==> config.mk <==
export PLATFORM = sky130hd
export DESIGN_NAME = serial_parity_rx
export DESIGN_NICKNAME = d
export VERILOG_FILES = /design/src/rtl/serial_parity_rx.sv
export SDC_FILE = /design/constraint.sdc
export NUM_CORES = 1
export LEC_CHECK = 0
export CAP_MARGIN = 20
export CORE_AREA = 2 2 51 53
export CTS_CLUSTER_DIAMETER = 60
export DETAILED_ROUTE_END_ITERATION = 12
export DIE_AREA = 0 0 53 55
export GPL_TIMING_DRIVEN = 0
export PLACE_DENSITY = 0.87
export SYNTH_ARGS = -nofsm -noshare
export SYNTH_HDL_FRONTEND = slang
export SYNTH_SLANG_ARGS = --single-unit
export TNS_END_PERCENT = 5
==> constraint.sdc <==
create_clock -name clk -period 2.3 [get_ports clk]
set_input_delay 0.345 -clock clk [delete_from_list [all_inputs] [get_ports clk]]
set_output_delay 0.345 -clock clk [all_outputs]
set_load 0.01 [all_outputs]
==> src/rtl/serial_parity_rx.sv <==
`default_nettype none
// ============================================================================
// Module      : serial_parity_rx
// Description : Framed serial receiver with parity check and framing-error
//               detection. A frame is: start bit (0), DATA_W data bits LSB
//               first, one parity bit, stop bit (1). One bit is consumed on
//               each cycle where bit_en is high. Good frames update data_out
//               with a one-cycle out_valid pulse; parity and framing errors
//               pulse their flags and bump a saturating 8-bit error counter.
//
// Ports       : clk        - system clock, rising edge
//               rst_n      - asynchronous active-low reset
//               bit_en     - bit strobe; serial_in sampled only when high
//               serial_in  - serial line, idles high
//               clr_count  - synchronous clear of err_count (wins over inc)
//               data_out   - last correctly framed word (held)
//               out_valid  - one-cycle pulse when data_out updates
//               parity_err - one-cycle pulse with out_valid on parity mismatch
//               frame_err  - one-cycle pulse when stop bit sampled as 0
//               err_count  - saturating count of parity/frame errors
//
// Revision    : 1.0 - initial release
// ============================================================================
module serial_parity_rx #(
    parameter int DATA_W     = 3,
    parameter bit PARITY_ODD = 1'b1
) (
    input  logic              clk,
    input  logic              rst_n,
    input  logic              bit_en,
    input  logic              serial_in,
    input  logic              clr_count,
    output logic [DATA_W-1:0] data_out,
    output logic              out_valid,
    output logic              parity_err,
    output logic              frame_err,
    output logic [7:0]        err_count
);

    localparam int c_CNT_W = $clog2(DATA_W + 1);
    localparam logic [c_CNT_W-1:0] c_LAST_BIT = c_CNT_W'(DATA_W - 1);

    localparam logic [1:0] c_S_IDLE   = 2'd0;
    localparam logic [1:0] c_S_DATA   = 2'd1;
    localparam logic [1:0] c_S_PARITY = 2'd2;
    localparam logic [1:0] c_S_STOP   = 2'd3;

    // Registered state
    logic [1:0]         r_state;
    logic [c_CNT_W-1:0] r_cnt;
    logic [DATA_W-1:0]  r_shift;
    logic               r_par_bit;
    logic [DATA_W-1:0]  r_data_out;
    logic               r_out_valid;
    logic               r_parity_err;
    logic               r_frame_err;
    logic [7:0]         r_err_count;

    // Next-state values
    logic [1:0]         w_state_nxt;
    logic [c_CNT_W-1:0] w_cnt_nxt;
    logic [DATA_W-1:0]  w_shift_nxt;
    logic               w_par_bit_nxt;
    logic [DATA_W-1:0]  w_data_out_nxt;
    logic               w_out_valid_nxt;
    logic               w_parity_err_nxt;
    logic               w_frame_err_nxt;
    logic [7:0]         w_err_count_nxt;
    logic               w_exp_parity;

    assign w_exp_parity = PARITY_ODD ? ~(^r_shift) : (^r_shift);

    always_comb begin
        w_state_nxt      = r_state;
        w_cnt_nxt        = r_cnt;
        w_shift_nxt      = r_shift;
        w_par_bit_nxt    = r_par_bit;
        w_data_out_nxt   = r_data_out;
        // Status flags are pulses: they drop unless re-raised this cycle.
        w_out_valid_nxt  = 1'b0;
        w_parity_err_nxt = 1'b0;
        w_frame_err_nxt  = 1'b0;

        if (bit_en) begin
            case (r_state)
                c_S_IDLE: begin
                    if (!serial_in) begin
                        w_state_nxt = c_S_DATA;
                        w_cnt_nxt   = '0;
                    end
                end
                c_S_DATA: begin
                    for (int i = 0; i < DATA_W; i++) begin
                        if (r_cnt == c_CNT_W'(i)) begin
                            w_shift_nxt[i] = serial_in;
                        end
                    end
                    if (r_cnt == c_LAST_BIT) begin
                        w_state_nxt = c_S_PARITY;
                        w_cnt_nxt   = '0;
                    end else begin
                        w_cnt_nxt = r_cnt + c_CNT_W'(1);
                    end
                end
                c_S_PARITY: begin
                    w_par_bit_nxt = serial_in;
                    w_state_nxt   = c_S_STOP;
                end
                c_S_STOP: begin
                    w_state_nxt = c_S_IDLE;
                    if (serial_in) begin
                        w_data_out_nxt   = r_shift;
                        w_out_valid_nxt  = 1'b1;
                        w_parity_err_nxt = (r_par_bit != w_exp_parity);
                    end else begin
                        // Bad stop bit: word and parity result are discarded.
                        w_frame_err_nxt = 1'b1;
                    end
                end
                default: begin
                    w_state_nxt = c_S_IDLE;
                end
            endcase
        end

        if (clr_count) begin
            w_err_count_nxt = 8'd0;
        end else if ((w_parity_err_nxt || w_frame_err_nxt) && (r_err_count != 8'hFF)) begin
            w_err_count_nxt = r_err_count + 8'd1;
        end else begin
            w_err_count_nxt = r_err_count;
        end
    end

    always_ff @(posedge clk or negedge rst_n) begin
        if (!rst_n) begin
            r_state      <= c_S_IDLE;
            r_cnt        <= '0;
            r_shift      <= '0;
            r_par_bit    <= 1'b0;
            r_data_out   <= '0;
            r_out_valid  <= 1'b0;
            r_parity_err <= 1'b0;
            r_frame_err  <= 1'b0;
            r_err_count  <= 8'd0;
        end else begin
            r_state      <= w_state_nxt;
            r_cnt        <= w_cnt_nxt;
            r_shift      <= w_shift_nxt;
            r_par_bit    <= w_par_bit_nxt;
            r_data_out   <= w_data_out_nxt;
            r_out_valid  <= w_out_valid_nxt;
            r_parity_err <= w_parity_err_nxt;
            r_frame_err  <= w_frame_err_nxt;
            r_err_count  <= w_err_count_nxt;
        end
    end

    assign data_out   = r_data_out;
    assign out_valid  = r_out_valid;
    assign parity_err = r_parity_err;
    assign frame_err  = r_frame_err;
    assign err_count  = r_err_count;

endmodule
`default_nettype wire

### Word level (Yosys, flattened, before mapping)

Cells that the tools add are included.

* output and inout bits: 14
* register bits: 22

* bitwise gates (word level): 1
* add/sub/neg operators: 2
* equal/unequal tests: 9
* reduce and logical (&&, ||, !) cells: 14
* muxes and demuxes: 17

Operators with widths (number)
* $reduce_and A3 Y1: 6
* $mux W8: 2
* $mux W1: 9
* $add A8 B1 Y8 const B: 1
* $mux W2: 4
* $ne A8 B8 Y1 const B: 1
* $pmux W2 S4: 1
* $eq A2 B2 Y1 const B: 3
* $eq A2 B1 Y1 const B: 2
* $logic_not A2 Y1: 2
* $ne A2 B2 Y1 const B: 2
* $pmux W2 S2: 1
* $reduce_bool A2 Y1: 2
* $reduce_xor A3 Y1: 1
* $add A2 B1 Y2 const B: 1
* $reduce_and A2 Y1: 1
* $logic_and A1 B1 Y1: 1
* $logic_or A1 B1 Y1: 1
* $ne A1 B1 Y1: 1
* $not A1 Y1: 1

### Logic depth before layout (Yosys ltp)

Gate-level depths: netlist of run 1.

* depth in word-level cells: 10
* mapped depth: 6
* mapped depth without buffers: 6

### Worst setup path before layout of run 1

OpenSTA, ideal clock, no wires.

* kind: register to register
* start: register r_err_count[0], in the netlist err_count[0]
* end: register r_err_count[5], in the netlist err_count[5]
* slack: 0.570 ns
* library setup time: 0.128 ns
* path buffers: 0
* stages on the path, launching flop included: 6
* data required time: 2.172 ns
* data arrival time: 1.602 ns
* cell sequence: dfrtp_1 -> ha_1 -> nand3_1 -> o21bai_1 -> a2111oi_2 -> mux2_1

* cells in the longest elaborated chain, start to end: 3
* elaborated cells on any way between the ends: 6
* classes of those cells: add/sub (1); eq/ne (1); mux (2); reduce/logical (2)

Ends and longest elaborated chain
* from (decl): RTL line 57 `logic [7:0] r_err_count;`
* from (signal assigned): RTL line 155 `r_err_count <= w_err_count_nxt;`
* $add A8 B1 Y8 or $ne A8 B8 Y1 (tied branches): RTL line 129, 128
* $mux W8 or $logic_and A1 B1 Y1 (tied branches): RTL line 128 `end else if ((w_parity_err_nxt || w_frame_err_nxt) && (r_err_count != 8'hFF)) begin`
* $mux W8 or $reduce_bool A2 Y1 (tied branches)

Parallel ways exist; a longest one is shown, timed or not. The select of a mux whose other input is x is not followed.
A chain may end at the register's enable or synchronous reset.

### Final worst setup path of run 1

* start: register r_err_count[1], in the netlist err_count[1]
* end: register r_err_count[6], in the netlist err_count[6]

The elaborated chain is that of the path after synthesis.

==> results of run 1 <==
[metrics by stage]
stage / worst slack [ps] / cells
after floorplan: 570.0 / 111
after CTS: 395.3 / 161
after detailed placement: 426.5 / 157
after global routing: 273.8 / 161
final: 407.0 / 161
after global placement: 464.7 / 157
[per-layer routing]
metal | share of wire | vias to the layer above
met3 | 0.042 | 6
met1 | 0.40 | 438
met2 | 0.54 | 22
met4 | 0.017 | 0
met5 | 0 | -
li1 | - | 435
[power breakdown]
part | leakage (nW) | switching (mW) | internal, mW
Clock | 0.0279 | 0.117 | 0.176
Sequential | 0.286 | 0.115 | 0.498
Combinational | 0.307 | 0.324 | 0.312
[layout by cell type, fill, tap and decap left out, types with 3 or more instances in the layout]
| cell | synthesis | layout |
|---|---|---|
| dfrtp_1 | 22 | 22 |
| clkdlybuf4s50_1 | 0 | 16 |
| mux2_2 | 13 | 13 |
| nor2_1 | 11 | 11 |
| nor2b_1 | 8 | 8 |
| nand3_1 | 7 | 7 |
| inv_1 | 6 | 6 |
| nand2_1 | 6 | 6 |
| a21oi_1 | 5 | 5 |
| ha_1 | 5 | 5 |
| clkbuf_1 | 3 | 3 |
| a211oi_1 | 3 | 3 |
| clkbuf_4 | 0 | 3 |
[worst min-delay path by stage]
stage | start | to | slack, ps | cells past startpoint
floorplan | rst_n | data_out[0] | 50 | 0
global placement | data_out[2] | data_out[2] | 490 | 1
detailed placement | data_out[1] | data_out[1] | 500 | 1
CTS | bit_en | frame_err | 380 | 3
global route | bit_en | frame_err | 390 | 3
finish | bit_en | frame_err | 390 | 3
[final cells by class]
type,instances,area share
plain buffers,4,0.01125
inverters,6,0.01557
repair buffers,16,0.1107
flip-flops and latches,22,0.3806
clock buffers,3,0.01557
well taps,30,0.02595
clock inverters,1,0.02076
multi-input cells,79,0.4195
[state kept, by name, summed over array words and instances, names as in the netlist]
signal      count
data_out        3
err_count       8
frame_err       1
out_valid       1
parity_err      1
r_cnt           2
r_par_bit       1
r_shift         3
r_state         2
[cell usage after synthesis]
| library cell | count | area, um2 |
|---|---|---|
| nand2_1 | 6 | 22.52 |
| xnor2_2 | 2 | 32.53 |
| a2111oi_0 | 1 | 8.760 |
| mux2_1 | 2 | 22.52 |
| dfrtp_1 | 22 | 550.5 |
| buf_2 | 1 | 5.000 |
| mux2i_1 | 1 | 10.01 |
| nor2b_1 | 8 | 50.05 |
| clkbuf_1 | 3 | 11.26 |
| nand4_1 | 2 | 12.51 |
| inv_1 | 6 | 22.52 |
| a221o_1 | 1 | 10.01 |
| nand3_1 | 7 | 35.03 |
| a21boi_0 | 1 | 7.510 |
| a211oi_1 | 3 | 22.52 |
| nor3_1 | 1 | 5.000 |
| mux2_2 | 13 | 146.4 |
| xor2_2 | 1 | 16.27 |
| o32a_1 | 1 | 10.01 |
| nand2b_1 | 2 | 12.51 |
| a2111oi_2 | 2 | 30.03 |
| ha_1 | 5 | 62.56 |
| nor4_1 | 1 | 6.260 |
| o21bai_1 | 1 | 7.510 |
| o21ai_0 | 2 | 10.01 |
| a21oi_1 | 5 | 25.02 |
| nor2_1 | 11 | 41.29 |
[cells by family after synthesis]
| group | count (synthesis) | synth area share |
|---|---|---|
| mux | 16 | 0.1496 |
| flops | 22 | 0.4603 |
| simple gates | 38 | 0.1548 |
| fa+ha+maj | 5 | 0.05230 |
| buf+inv | 10 | 0.03242 |
| xor+xnor | 3 | 0.04080 |
| compound gates | 17 | 0.1098 |
[worst max-delay path, cell delays in order, from the launching register on]
cell and delay, ps:
dfrtp_1 480, ha_1 240, inv_1 80, a2111oi_0 400, a21boi_0 250, mux2_2 350
==> results.sh, run 1 <==
export IMPL_initial_core_util=0.5058
export IMPL_regArea_um2=550.5
export IMPL_crit_start="err_count[1]"
export IMPL_via_per_inst=5.596
export IMPL_critical_path_class="register to register"
export IMPL_core_area_um2=2365
export IMPL_p_leak_nw=0.6208
export IMPL_clk_pin_slew_ps=120
export IMPL_vias=901
export IMPL_drtIter0Drc=11
export IMPL_setup_viol=0
export IMPL_antenna_found_initial=0
export IMPL_ys_seq_area_frac=0.4603
export IMPL_pin_count=19
export IMPL_start_kind="register"
export IMPL_track_usage=0.1887
export IMPL_numCtsBuffers=3
export IMPL_cts_root_buf="clkbuf_4"
export IMPL_whs_ps=385.5
export IMPL_setup_worst_path_end="err_count[6]"
export IMPL_rows=18
export IMPL_grt_setup_unrepaired="no"
export IMPL_end_kind="register"
export IMPL_r2r_end="err_count[6]"
export IMPL_synth_cells=111
export IMPL_critPathMaxFanout=6
export IMPL_hp_class="primary input to register"
export IMPL_clock_latency_ps=310
export IMPL_grt_pass1_wl_um=3926
export IMPL_max_freq_mhz=528.3
export IMPL_globalRouteMet3Util=0.02688
export IMPL_use_met1=0.2042
export IMPL_grt_pass1_vias=922
export IMPL_hpwlAfterDp_um=1747
export IMPL_r2r_start="err_count[1]"
export IMPL_die_area_um2=2915
export IMPL_power_density_nw_per_um2=1066
export IMPL_avgSynthCellArea_um2=10.78
export IMPL_cp_data_required_time_ps=2500
export IMPL_hold_buffers=0
export IMPL_fin_worst_skew_ps=6.723
export IMPL_cts_htree_levels=1
export IMPL_area_delta_synth_final_pct=20.92
export IMPL_final_min_clock_period_ps=1893
export IMPL_routedWlPerCell_um=14.33
export IMPL_synth_cell_type_count=27
export IMPL_grt_util_met2=0.3625
export IMPL_layout_drive_gt1_share=0.1756
export IMPL_place_area_um2=1394
export IMPL_overflow=0
export IMPL_p_total_mw=1.542
export IMPL_clock_sinks=22
export IMPL_multiInputGateArea_um2=606.8
export IMPL_drcViolationCount=0
export IMPL_drv_slew=0
export IMPL_cts_path_max_buffers=2
export IMPL_ant_nets=0
export IMPL_io_buffer_count=16
export IMPL_status="complete, no violations"
export IMPL_grt_max_degree=23
export IMPL_drt_pass1_iter_count=4
export IMPL_design_area_um2=1446
export IMPL_ys_ff_latch=22
export IMPL_fin_util=0.6116
export IMPL_max_cap_violations=0
export IMPL_post_cts_resized=0
export IMPL_post_cts_buffers=0
export IMPL_grt_busiest_layer="met2"
export IMPL_drt_total_wl_um=2307
export IMPL_finalHoldViolCount=0
export IMPL_diodes=0
export IMPL_die_h_um=55
export IMPL_fp_dieW_um=53
export IMPL_tns_ps=0
export IMPL_num_fill_cells=216
export IMPL_synth_warnings=0
export IMPL_irDropWorstVdd_mv=0.8853
export IMPL_place_gp_congestion=0.7591
export IMPL_nets=142
export IMPL_crit_arrival_ps=2090
export IMPL_synth_area_um2=1196
export IMPL_synth_nets=121
export IMPL_tightest_slew_ps=997.3
export IMPL_cts_tree="done"
export IMPL_timing_final_crit_share=0.8230
export IMPL_rr_worst_depth=5
export IMPL_r2r_slack_ps=410
export IMPL_slew_headroom=0.3331
Power figures use the tool's default switching activity.
==> run 2, diff against run 1 <==
==> constraint.sdc (replaced) <==
create_clock -name clk -period 2 [get_ports clk]
set_input_delay 0.3 -clock clk [delete_from_list [all_inputs] [get_ports clk]]
set_output_delay 0.3 -clock clk [all_outputs]
set_load 0.01 [all_outputs]
==> results.sh, run 2 (synthesized netlist as in run 1, its figures left out) <==
export IMPL_drcViolationCount=0
export IMPL_tns_ps=0
export IMPL_irDropWorstVdd_mv=1.018
export IMPL_initial_core_util=0.5058
export IMPL_critical_path_class="register to register"
export IMPL_drv_slew=0
export IMPL_fp_dieW_um=53
export IMPL_cp_slowest_stage_delay_ps=440
export IMPL_max_cap_violations=0
export IMPL_pin_count=19
export IMPL_antenna_found_initial=0
export IMPL_num_fill_cells=214
export IMPL_die_area_um2=2915
export IMPL_routedWlPerCell_um=14.33
export IMPL_p_total_mw=1.775
export IMPL_drt_pass1_iter_count=4
export IMPL_power_density_nw_per_um2=1225
export IMPL_regArea_um2=553.0
export IMPL_setup_viol=0
export IMPL_critPathMaxFanout=7
export IMPL_io_buffer_count=16
export IMPL_clock_sinks=22
export IMPL_grt_pass1_vias=922
export IMPL_cp_slowest_cell="dfrtp_2"
export IMPL_diodes=0
export IMPL_hpwlAfterDp_um=1747
export IMPL_tightest_slew_ps=996.9
export IMPL_p_leak_nw=0.6176
export IMPL_overflow=0
export IMPL_core_area_um2=2365
export IMPL_path_delay_family="compound AO/OA/AOI/OAI gates"
export IMPL_numCtsBuffers=3
export IMPL_cp_data_required_time_ps=2200
export IMPL_final_cell_mix="dfrtp_1, clkdlybuf4s50_1, mux2_2, nor2_1, nor2b_1"
export IMPL_multiInputGateArea_um2=606.8
export IMPL_grt_setup_unrepaired="no"
export IMPL_cts_tree="done"
export IMPL_fin_worst_skew_ps=6.728
export IMPL_crit_arrival_ps=2030
export IMPL_track_usage=0.1887
export IMPL_cts_path_max_buffers=2
export IMPL_crit_chain="ha_1, inv_1, a2111oi_0, a21boi_0, mux2_2"
export IMPL_timing_final_crit_share=0.9160
export IMPL_ant_nets=0
export IMPL_slew_headroom=0.3333
export IMPL_clock_latency_ps=310
export IMPL_clk_pin_slew_ps=120
export IMPL_rows=18
export IMPL_largest_register_ffs=8
export IMPL_finalHoldViolCount=0
export IMPL_start_kind="register"
export IMPL_area_delta_synth_final_pct=21.13
export IMPL_max_freq_mhz=545.8
export IMPL_grt_max_degree=23
export IMPL_crit_buf_inv=1
export IMPL_mostFrequentLayoutCell="dfrtp_1"
export IMPL_cts_root_buf="clkbuf_4"
export IMPL_drtIter0Drc=11
export IMPL_place_gp_congestion=0.7591
export IMPL_grt_pass1_wl_um=3926
export IMPL_nets=142
export IMPL_status="complete, no violations"
export IMPL_hp_class="primary input to register"
export IMPL_end_kind="register"
export IMPL_vias=901
export IMPL_post_cts_buffers=0
export IMPL_layout_drive_gt1_share=0.1908
export IMPL_drt_total_wl_um=2307
export IMPL_via_per_inst=5.596
export IMPL_cts_htree_levels=1
export IMPL_final_min_clock_period_ps=1832
export IMPL_die_h_um=55
## run 2: tightest hold or removal path: cells and delay by family
kind / cells / cell delay (ps)
simple gates: 2 / 170
buf+inv: 1 / 140
## run 2: what timing repair did
| action | 4_1_cts | 5_1_grt |
|---|---|---|
| setup endpoints to repair | 0 | 1 |
| resized for setup | 0 | 2 |
| hold endpoints to repair | 0 | 0 |
| hold buffers | 0 | 0 |
## run 2: routing by layer
layer  GRT usage  part of all wire  vias up  wire (um)
met1      0.2042              0.40      438        929
met5           0                 0        -          0
met4     0.08974             0.017        0         40
met2      0.3625              0.54       22       1238
met3     0.02688             0.042        6         98
li1            -                 -      435          -
## run 2: worst paths after layout
check / start / to / slack, ps / cells past startpoint
min reg2reg: data_out[1] / data_out[1] / 530 / 1
min in group asynchronous: rst_n / err_count[3] / 530 / 1
min: bit_en / frame_err / 340 / 3
max in group asynchronous: rst_n / err_count[1] / 800 / 1
max reg2reg: err_count[0] / err_count[6] / 170 / 5
max: err_count[0] / err_count[6] / 170 / 5
## run 2: final cells by class
class / instances / area share
tap: 30 / 0.02591
clock inverter: 1 / 0.02073
clock buffer: 3 / 0.01554
timing repair buffer: 16 / 0.1105
multi-input combinational: 79 / 0.4188
inverter: 6 / 0.01554
buffer: 4 / 0.01123
sequential: 22 / 0.3817
## run 2: through the flow
step,area (um2),utilization,worst slack (ps),cells,hold WS (ps)
2_1_floorplan,1196,-,270.0,111,4.409
3_3_place_gp,1394,0.5894,183.5,157,489.3
3_5_place_dp,1394,0.5894,127.0,157,497.6
4_1_cts,1446,0.6116,95.26,161,339.8
5_1_grt,1449,0.6127,51.17,161,346.9
6_report,1449,0.6127,167.9,161,340.5
## run 2: power by group
part	leakage, nW	internal (mW)	total [mW]	switching (mW)
clock network	0.0279	0.203	0.337	0.134
logic	0.307	0.359	0.732	0.373
registers	0.282	0.574	0.706	0.132
